[src/rtl/addern_operand_loader_pkg.sv]
// +-----------------------------------------------------------------------------+
// | Module   : addern_pkg                                                       |
// | Purpose  : Shared types and helpers for the Addern operand loader.          |
// | Revision : 1.0 - initial release                                            |
// +-----------------------------------------------------------------------------+
`default_nettype none

package addern_pkg;

  localparam int ADDERN_N_DEFAULT = 4;

  typedef enum logic [1:0] {
    WAIT_A  = 2'd0,
    WAIT_B  = 2'd1,
    COMPUTE = 2'd2,
    SHOW    = 2'd3
  } loader_state_t;

  // Two's-complement overflow from sign bits only: like-signed operands
  // whose sum comes back with the opposite sign.
  function automatic logic add_overflow(input logic a_msb,
                                        input logic b_msb,
                                        input logic s_msb);
    return (a_msb == b_msb) && (s_msb != a_msb);
  endfunction

endpackage

`default_nettype wire

[src/rtl/addern_operand_loader_if.sv]
// +-----------------------------------------------------------------------------+
// | Module   : addern_loader_if                                                 |
// | Purpose  : Board I/O and Addern-side signals of the operand loader.         |
// | Revision : 1.0 - initial release                                            |
// +-----------------------------------------------------------------------------+
`default_nettype none

interface addern_loader_if #(
  parameter int N = addern_pkg::ADDERN_N_DEFAULT
);
  logic         Load_n;
  logic [N-1:0] Data;
  logic         Cin_sw;
  logic [N-1:0] A;
  logic [N-1:0] B;
  logic         Cin;
  logic [N-1:0] S;
  logic         Cout;
  logic [N:0]   Result;
  logic         Valid;
  logic         Overflow;
  logic [1:0]   State;

  // Board and adder side: drives keys, switches and the adder outputs.
  modport master (
    output Load_n, Data, Cin_sw, S, Cout,
    input  A, B, Cin, Result, Valid, Overflow, State
  );

  // Loader side.
  modport slave (
    input  Load_n, Data, Cin_sw, S, Cout,
    output A, B, Cin, Result, Valid, Overflow, State
  );

endinterface

`default_nettype wire

[src/rtl/addern_operand_loader_key_edge_detect.sv]
// +-----------------------------------------------------------------------------+
// | Module   : key_edge_detect                                                  |
// | Purpose  : Synchronizes an active-low key and emits a one-clock press pulse |
// |            on each falling edge. Optional debounce: ADDERN_LOADER_DEBOUNCE_EN|
// | Revision : 1.0 - initial release                                            |
// +-----------------------------------------------------------------------------+
`default_nettype none

module key_edge_detect #(
  parameter int DB_CYCLES = 500000
) (
  input  wire logic CLOCK_50,
  input  wire logic Resetn,
  input  wire logic key_n,
  output logic      press
);

  logic sync1;
  logic sync2;
  logic level;
  logic hist;

  if (DB_CYCLES < 1) begin : g_db_check
    $error("key_edge_detect: DB_CYCLES must be at least 1");
  end

  // Flops reset high so a released button is the idle level.
  always_ff @(posedge CLOCK_50 or negedge Resetn) begin
    if (!Resetn) begin
      sync1 <= 1'b1;
      sync2 <= 1'b1;
    end else begin
      sync1 <= key_n;
      sync2 <= sync1;
    end
  end

`ifdef ADDERN_LOADER_DEBOUNCE_EN
  localparam int CW = $clog2(DB_CYCLES + 1);

  logic [CW-1:0] db_cnt;
  logic          db_level;

  // The debounced level follows sync2 only after DB_CYCLES consecutive
  // clocks of disagreement; any return to the old level restarts the count.
  always_ff @(posedge CLOCK_50 or negedge Resetn) begin
    if (!Resetn) begin
      db_cnt   <= '0;
      db_level <= 1'b1;
    end else if (sync2 != db_level) begin
      if (db_cnt == CW'(DB_CYCLES - 1)) begin
        db_level <= sync2;
        db_cnt   <= '0;
      end else begin
        db_cnt <= db_cnt + 1'b1;
      end
    end else begin
      db_cnt <= '0;
    end
  end

  assign level = db_level;
`else
  assign level = sync2;
`endif

  always_ff @(posedge CLOCK_50 or negedge Resetn) begin
    if (!Resetn) begin
      hist  <= 1'b1;
      press <= 1'b0;
    end else begin
      hist  <= level;
      press <= hist & ~level;
    end
  end

endmodule

`default_nettype wire

[src/rtl/addern_operand_loader.sv]
// +-----------------------------------------------------------------------------+
// | Module   : addern_operand_loader                                            |
// | Purpose  : Captures A then B/Cin from switches on key presses, holds them   |
// |            on Addern and registers {Cout,S}. Option: ADDERN_LOADER_DEBOUNCE_EN|
// | Revision : 1.0 - initial release                                            |
// +-----------------------------------------------------------------------------+
`default_nettype none

module addern_operand_loader
  import addern_pkg::*;
#(
  parameter int N         = ADDERN_N_DEFAULT,
  parameter int DB_CYCLES = 500000
) (
  input wire logic       CLOCK_50,
  input wire logic       Resetn,
  addern_loader_if.slave bus
);

  loader_state_t state;
  loader_state_t state_next;

  logic         press;
  logic         capture_a;
  logic         capture_b;
  logic         compute;

  logic [N-1:0] op_a;
  logic [N-1:0] op_b;
  logic         op_cin;
  logic [N:0]   result_q;
  logic         valid_q;
  logic         overflow_q;

  key_edge_detect #(
    .DB_CYCLES (DB_CYCLES)
  ) u_key_edge_detect (
    .CLOCK_50 (CLOCK_50),
    .Resetn   (Resetn),
    .key_n    (bus.Load_n),
    .press    (press)
  );

  always_ff @(posedge CLOCK_50 or negedge Resetn) begin
    if (!Resetn) begin
      state <= WAIT_A;
    end else begin
      state <= state_next;
    end
  end

  // COMPUTE always lasts one cycle, so a press landing there is dropped.
  always_comb begin
    state_next = state;
    unique case (state)
      WAIT_A:  if (press) state_next = WAIT_B;
      WAIT_B:  if (press) state_next = COMPUTE;
      COMPUTE: state_next = SHOW;
      SHOW:    if (press) state_next = WAIT_B;
      default: state_next = WAIT_A;
    endcase
  end

  // SHOW reuses the WAIT_A capture so a new sum needs no extra press.
  always_comb begin
    capture_a = 1'b0;
    capture_b = 1'b0;
    compute   = 1'b0;
    unique case (state)
      WAIT_A:  capture_a = press;
      WAIT_B:  capture_b = press;
      COMPUTE: compute   = 1'b1;
      SHOW:    capture_a = press;
      default: ;
    endcase
  end

  always_ff @(posedge CLOCK_50 or negedge Resetn) begin
    if (!Resetn) begin
      op_a       <= '0;
      op_b       <= '0;
      op_cin     <= 1'b0;
      result_q   <= '0;
      valid_q    <= 1'b0;
      overflow_q <= 1'b0;
    end else begin
      if (capture_a) begin
        op_a    <= bus.Data;
        valid_q <= 1'b0;
      end
      if (capture_b) begin
        op_b   <= bus.Data;
        op_cin <= bus.Cin_sw;
      end
      if (compute) begin
        result_q   <= {bus.Cout, bus.S};
        valid_q    <= 1'b1;
        overflow_q <= add_overflow(op_a[N-1], op_b[N-1], bus.S[N-1]);
      end
    end
  end

  assign bus.A        = op_a;
  assign bus.B        = op_b;
  assign bus.Cin      = op_cin;
  assign bus.Result   = result_q;
  assign bus.Valid    = valid_q;
  assign bus.Overflow = overflow_q;
  assign bus.State    = state;

endmodule

`default_nettype wire

[src/flat_wrapper.sv]
// flat-port wrapper written by rule: the top's interface ports become plain ports
module addern_operand_loader_flat import addern_pkg::*;
#(
  parameter int N         = ADDERN_N_DEFAULT,
  parameter int DB_CYCLES = 500000
)
  (CLOCK_50, Resetn, bus_Load_n, bus_Data, bus_Cin_sw, bus_S, bus_Cout, bus_A, bus_B, bus_Cin, bus_Result, bus_Valid, bus_Overflow, bus_State);
  addern_loader_if #(.N(N)) bus_i ();
  input wire logic CLOCK_50;
  input wire logic Resetn;
  input wire logic [$bits(bus_i.Load_n)-1:0] bus_Load_n;
  input wire logic [$bits(bus_i.Data)-1:0] bus_Data;
  input wire logic [$bits(bus_i.Cin_sw)-1:0] bus_Cin_sw;
  input wire logic [$bits(bus_i.S)-1:0] bus_S;
  input wire logic [$bits(bus_i.Cout)-1:0] bus_Cout;
  output wire logic [$bits(bus_i.A)-1:0] bus_A;
  output wire logic [$bits(bus_i.B)-1:0] bus_B;
  output wire logic [$bits(bus_i.Cin)-1:0] bus_Cin;
  output wire logic [$bits(bus_i.Result)-1:0] bus_Result;
  output wire logic [$bits(bus_i.Valid)-1:0] bus_Valid;
  output wire logic [$bits(bus_i.Overflow)-1:0] bus_Overflow;
  output wire logic [$bits(bus_i.State)-1:0] bus_State;
  assign bus_i.Load_n = bus_Load_n;
  assign bus_i.Data = bus_Data;
  assign bus_i.Cin_sw = bus_Cin_sw;
  assign bus_i.S = bus_S;
  assign bus_i.Cout = bus_Cout;
  assign bus_A = bus_i.A;
  assign bus_B = bus_i.B;
  assign bus_Cin = bus_i.Cin;
  assign bus_Result = bus_i.Result;
  assign bus_Valid = bus_i.Valid;
  assign bus_Overflow = bus_i.Overflow;
  assign bus_State = bus_i.State;
  addern_operand_loader #(.N(N), .DB_CYCLES(DB_CYCLES)) u_core (.CLOCK_50(CLOCK_50), .Resetn(Resetn), .bus(bus_i));
endmodule
[config.mk]
export PLATFORM = sky130hd
export DESIGN_NAME = addern_operand_loader_flat
export DESIGN_NICKNAME = d
export VERILOG_FILES = /design/src/rtl/addern_operand_loader_pkg.sv /design/src/rtl/addern_operand_loader_if.sv /design/src/rtl/addern_operand_loader_key_edge_detect.sv /design/src/rtl/addern_operand_loader.sv /design/src/flat_wrapper.sv
export SDC_FILE = /design/constraint.sdc
export NUM_CORES = 1
export LEC_CHECK = 0
export BUFFER_PORTS_ARGS = -buffer_cell sky130_fd_sc_hd__buf_2
export CAP_MARGIN = 10
export CORE_MARGIN = 5
export CORE_UTILIZATION = 50
export CTS_CLUSTER_SIZE = 8
export DETAILED_ROUTE_END_ITERATION = 8
export GPL_ROUTABILITY_DRIVEN = 0
export PLACE_DENSITY = 0.81
export SLEW_MARGIN = 20
export SYNTH_ARGS = -nofsm -noshare
export SYNTH_HDL_FRONTEND = slang
export SYNTH_SLANG_ARGS = --single-unit
[constraint.sdc]
create_clock -name CLOCK_50 -period 3.7 [get_ports CLOCK_50]
set_input_delay 0.74 -clock CLOCK_50 [delete_from_list [all_inputs] [get_ports CLOCK_50]]
set_output_delay 0.74 -clock CLOCK_50 [all_outputs]
set_load 0.1 [all_outputs]
## After elaboration in Yosys (flattened, before gate mapping)

Index checks and enable logic that the tools add are counted.

- Flip-flop bits (word level): 22
- Latch bits: 0
- Memory bits (writable): 0
- Memory bits (read-only): 0
- Input bits: 13
- Output and inout port bits: 18
- Logic and storage cells: 33
- Memories kept: 0

- $add $sub $neg: 0
- Multipliers: 0
- Div/mod/pow operators: 0
- $lt $le $gt $ge: 0
- Eq/ne operators: 7
- Shift-type cells: 0
- Multiplexer cells: 8
- Bitwise logic cells: 2
- Reduce and logical (&&, ||, !) cells: 5

Operator list:

| kind | number |
|---|---|
| 2-bit case mux with 3 select lines | 1 |
| 1-bit two-way mux | 5 |
| 2-bit == test (second input constant) | 2 |
| 2-bit two-way mux | 2 |
| 2-bit by 1-bit == test with 1-bit output (second input constant) | 1 |
| 2-bit zero test | 1 |
| 2-bit by 1-bit != test with 1-bit output (second input constant) | 1 |
| 2-bit != test (second input constant) | 1 |
| 2-bit AND reduction | 1 |
| 2-bit nonzero test | 1 |
| 2-bit OR reduction | 1 |
| 1-bit AND | 1 |
| 1-bit == test | 1 |
| 1-bit logical AND | 1 |
| 1-bit != test | 1 |
| 1-bit NOT | 1 |

## Longest topological paths before layout

- Depth after elaboration: 5
- Gate-level depth with buffers: 5

## By module

A second synthesis with hierarchy kept.

- Cell total of the unflattened synthesis: 54
- Area total of the unflattened synthesis: 847.1 sq um

Modules (own cells, without submodules):

| module | instances | cells an instance | area an instance (sq um) |
|---|---|---|---|
| addern_operand_loader | 1 | 49 | 729.4 |
| key_edge_detect | 1 | 5 | 117.6 |

## Worst setup path before layout

No wires, ideal clock.

- Path kind: register to register
- Start: register u_core.state[0] (netlist: u_core.bus.State[0])
- End: register u_core.op_a[3] (netlist: u_core.bus.A[3])
- Setup time: 0.126 ns
- Data arrival time: 1.940 ns
- Data required time: 3.574 ns
- Setup slack: 1.634 ns
- Cell stages (with the launch flop): 5
- Buffers on the path: 0
- Period minus slack after synthesis: 2.066 ns
- Cell sequence: dfrtp_1 -> inv_1 -> ha_1 -> nand2_1 -> mux2_2

- Word-level cells in the longest chain between the ends: 3
- Elaborated cells on any way between the ends: 4

RTL lines:

| item | RTL line | RTL |
|---|---|---|
| start: declaration | addern_operand_loader.sv:20 | `loader_state_t state;` |
| start signal: assignment | addern_operand_loader.sv:48 | `state <= state_next;` |
| 2-bit == test / 2-bit zero test (equally long branches) | addern_operand_loader.sv:69 | `unique case (state)` |
| 2-bit OR reduction (no line) * | - |  |
| 1-bit two-way mux * | addern_operand_loader.sv:69 |  |
| end signal: assignment | addern_operand_loader.sv:88 | `op_a <= bus.Data;` |
| end: declaration | addern_operand_loader.sv:28 | `logic [N-1:0] op_a;` |

Every way passes the cells marked *; elsewhere a longest branch is shown, timed or not.
A chain may end at the register's enable or synchronous reset.

## Final worst setup path

- Start: register u_core.op_b[3] (netlist: u_core.bus.B[3])
- End: output port bus_B[3]

RTL lines:

| item | RTL line | RTL |
|---|---|---|
| start: declaration | addern_operand_loader.sv:29 | `logic [N-1:0] op_b;` |
| start signal: assignment | addern_operand_loader.sv:92 | `op_b <= bus.Data;` |
| end: declaration | flat_wrapper.sv:17 | `output wire logic [$bits(bus_i.B)-1:0] bus_B;` |

No word-level cell between the ends.

==> impl_metrics.env <==
export IMPL_syn_avg_cell_area_um2=15.5
export IMPL_cpLargestDelayFamily="buffers and inverters"
export IMPL_cts_resized=0
export IMPL_slew_limit_headroom_pct=67.8
export IMPL_end_kind="output port"
export IMPL_netlist_area_um2=840
export IMPL_syn_inst=54
export IMPL_max_cap_viol_count=0
export IMPL_crit_chain="buf_2"
export IMPL_layout_commonest_cell="buf_2"
export IMPL_yosysSeqAreaShare_pct=66.0
export IMPL_ys_warn_count=0
export IMPL_worstMarginPinSlew_ns=0.483
export IMPL_use_met3_pct=2.62
export IMPL_cts_buffers=3
export IMPL_max_freq_mhz=526
export IMPL_r2r_start="u_core.bus.State[0]"
export IMPL_final_area_um2=1060
export IMPL_grt_use_total_pct=13.1
export IMPL_hold_end="u_core.u_key_edge_detect.level"
export IMPL_cts_setup_buffers=0
export IMPL_nets=104
export IMPL_slowest_delay_ns=0.44
export IMPL_synth_distinct_cells=15
export IMPL_die_h_um=51.0
export IMPL_drt_iter0_drc=4
export IMPL_dp_cells=99
export IMPL_grt_busiest_layer="met2"
export IMPL_required_ns=2.96
export IMPL_dpl_hpwl_um=1140
export IMPL_die_w_um=51.0
export IMPL_synth_seq_cells=22
export IMPL_syn_nets=70
export IMPL_cp_start_kind="flip-flop"
export IMPL_syn_to_final_growth_pct=25.9
export IMPL_slew_viol_final=0
export IMPL_hold_path_class="flip-flop to flip-flop"
export IMPL_drive_gt1_share_pct=60.9
export IMPL_hp_start="u_core.u_key_edge_detect.sync1"
export IMPL_std_cell_rows=14
export IMPL_grt_max_degree=23
export IMPL_cts_tree="built"
export IMPL_hold_viol_final=0
export IMPL_vias_per_cell=5.16
export IMPL_clk_path_buf_depth=2
export IMPL_path_max_fanout=4
export IMPL_postCtsHoldBufs=0
export IMPL_final_period_utilization_pct=51.4
export IMPL_final_cell_mix="buf_2, dfrtp_1, mux2_2"
export IMPL_fill_cells=123
export IMPL_tns_ns=0
export IMPL_cp_arrival_ns=1.16
export IMPL_start_util_pct=54.5
export IMPL_routed_via_count=531
export IMPL_htree_levels=1
export IMPL_clk_latency_ns=0.31
export IMPL_core_area_um2=1540
export IMPL_drt_first_pass_iters=3
export IMPL_drc=0
export IMPL_reg2reg_depth=4
export IMPL_fin_skew_ns=0.00573
export IMPL_worstSetupPathType="flip-flop to output port"
export IMPL_clock_sinks=22
export IMPL_port_buffers=30
export IMPL_finalWirelength_um=1440
export IMPL_rrSetupSlack_ns=2.23
export IMPL_grt_pass1_wl_um=2590
export IMPL_setup_viol=0
export IMPL_rsz0062_at_grt="no"
export IMPL_whs_path_depth=0
export IMPL_critical_path_slowest_cell="buf_2"
export IMPL_clk_pin_slew_worst_paths_ns=0.12
export IMPL_outcome="finished clean"
export IMPL_fin_crit_ns=1.90
export IMPL_placed_cell_area_um2=1000
export IMPL_r2r_end="u_core.bus.A[1]"
export IMPL_crit_buf_inv=1
export IMPL_antenna_found_initial=0
export IMPL_wire_per_inst_um=14.0
export IMPL_ant_nets=0
export IMPL_grtUsageMet2_pct=21.9
export IMPL_grtUsageMet1_pct=16.0
export IMPL_antenna_cells=0
export IMPL_fin_cells=103
export IMPL_grt_ovfl_total=0
export IMPL_pin_count=31
export IMPL_cts_root_buf="clkbuf_4"
export IMPL_die_area_um2=2600
export IMPL_whs_ns=0.364
export IMPL_first_global_vias=588
## synthesized netlist by cell type
master	n	share of area, %
buf_2	1	0.60
and2b_2	2	2.1
a21o_1	1	0.89
dfrtp_1	19	57
nand2_1	2	0.89
inv_1	2	0.89
a31oi_1	1	0.75
nor2_1	1	0.45
or3b_1	1	1.0
nor2b_1	1	0.75
ha_1	3	4.5
mux2_2	14	19
o22ai_1	2	1.5
nand3b_1	1	0.89
dfstp_2	3	9.4
## logic make-up (layout without fill, tap and decap cells)
| kind of cell | after synthesis | in the layout | synth area share (%) |
|---|---|---|---|
| AOI/OAI and AO/OA | 4 | 4 | 3.13 |
| adders and majority gates | 3 | 3 | 4.47 |
| buffers and inverters | 3 | 36 | 1.49 |
| DFF | 22 | 22 | 66.0 |
| muxes | 14 | 14 | 18.8 |
| and+or+nand+nor | 8 | 8 | 6.11 |
## sequential cells by signal, indices dropped and copies added, names as in the netlist
register,cells
u_core.bus.Valid,1
u_core.bus.Overflow,1
u_core.bus.Cin,1
u_core.u_key_edge_detect.level,1
u_core.bus.A,4
u_core.u_key_edge_detect.hist,1
u_core.bus.Result,5
u_core.bus.State,2
u_core.u_key_edge_detect.press,1
u_core.bus.B,4
u_core.u_key_edge_detect.sync1,1
## metrics by stage
stage	utilization (%)	worst slack, ns
2_1_floorplan	-	1.63
3_3_place_gp	65.2	2.17
3_5_place_dp	65.2	2.14
4_1_cts	68.6	1.78
5_1_grt	68.6	1.75
6_report	68.6	1.80
## worst max-delay path by stage
stage	startpoint	to	slack, ns	depth (start not counted)
after global routing	u_core.bus.State[1]	bus_State[1]	1.75	1
after global placement	u_core.bus.State[1]	bus_State[1]	2.17	1
final	u_core.bus.B[3]	bus_B[3]	1.80	1
after floorplan	u_core.bus.State[0]	u_core.bus.A[3]	1.63	4
after detailed placement	u_core.bus.B[3]	bus_B[3]	2.14	1
after CTS	u_core.bus.B[3]	bus_B[3]	1.78	1
## area by class of cell
class                   count  area, um2  share of cell area (%)
repair buffers             30        150                    14.2
flip-flops and latches     22        554                    52.4
well taps                  16       20.0                    1.89
clock inverters             1       30.0                    2.84
inverters                   2       7.51                   0.710
clock buffers               3       22.5                    2.13
multi-input cells          29        273                    25.8
## per-layer routing
metal / part of all wire (%) / up-vias
met4: 0 / 0
met3: 4.9 / 0
met1: 41 / 266
li1: - / 253
met5: 0 / -
met2: 54 / 12
Power is left out: the tool's default activity adds up to more than one toggle a clock period on the data nets, which glitch-free logic cannot reach.
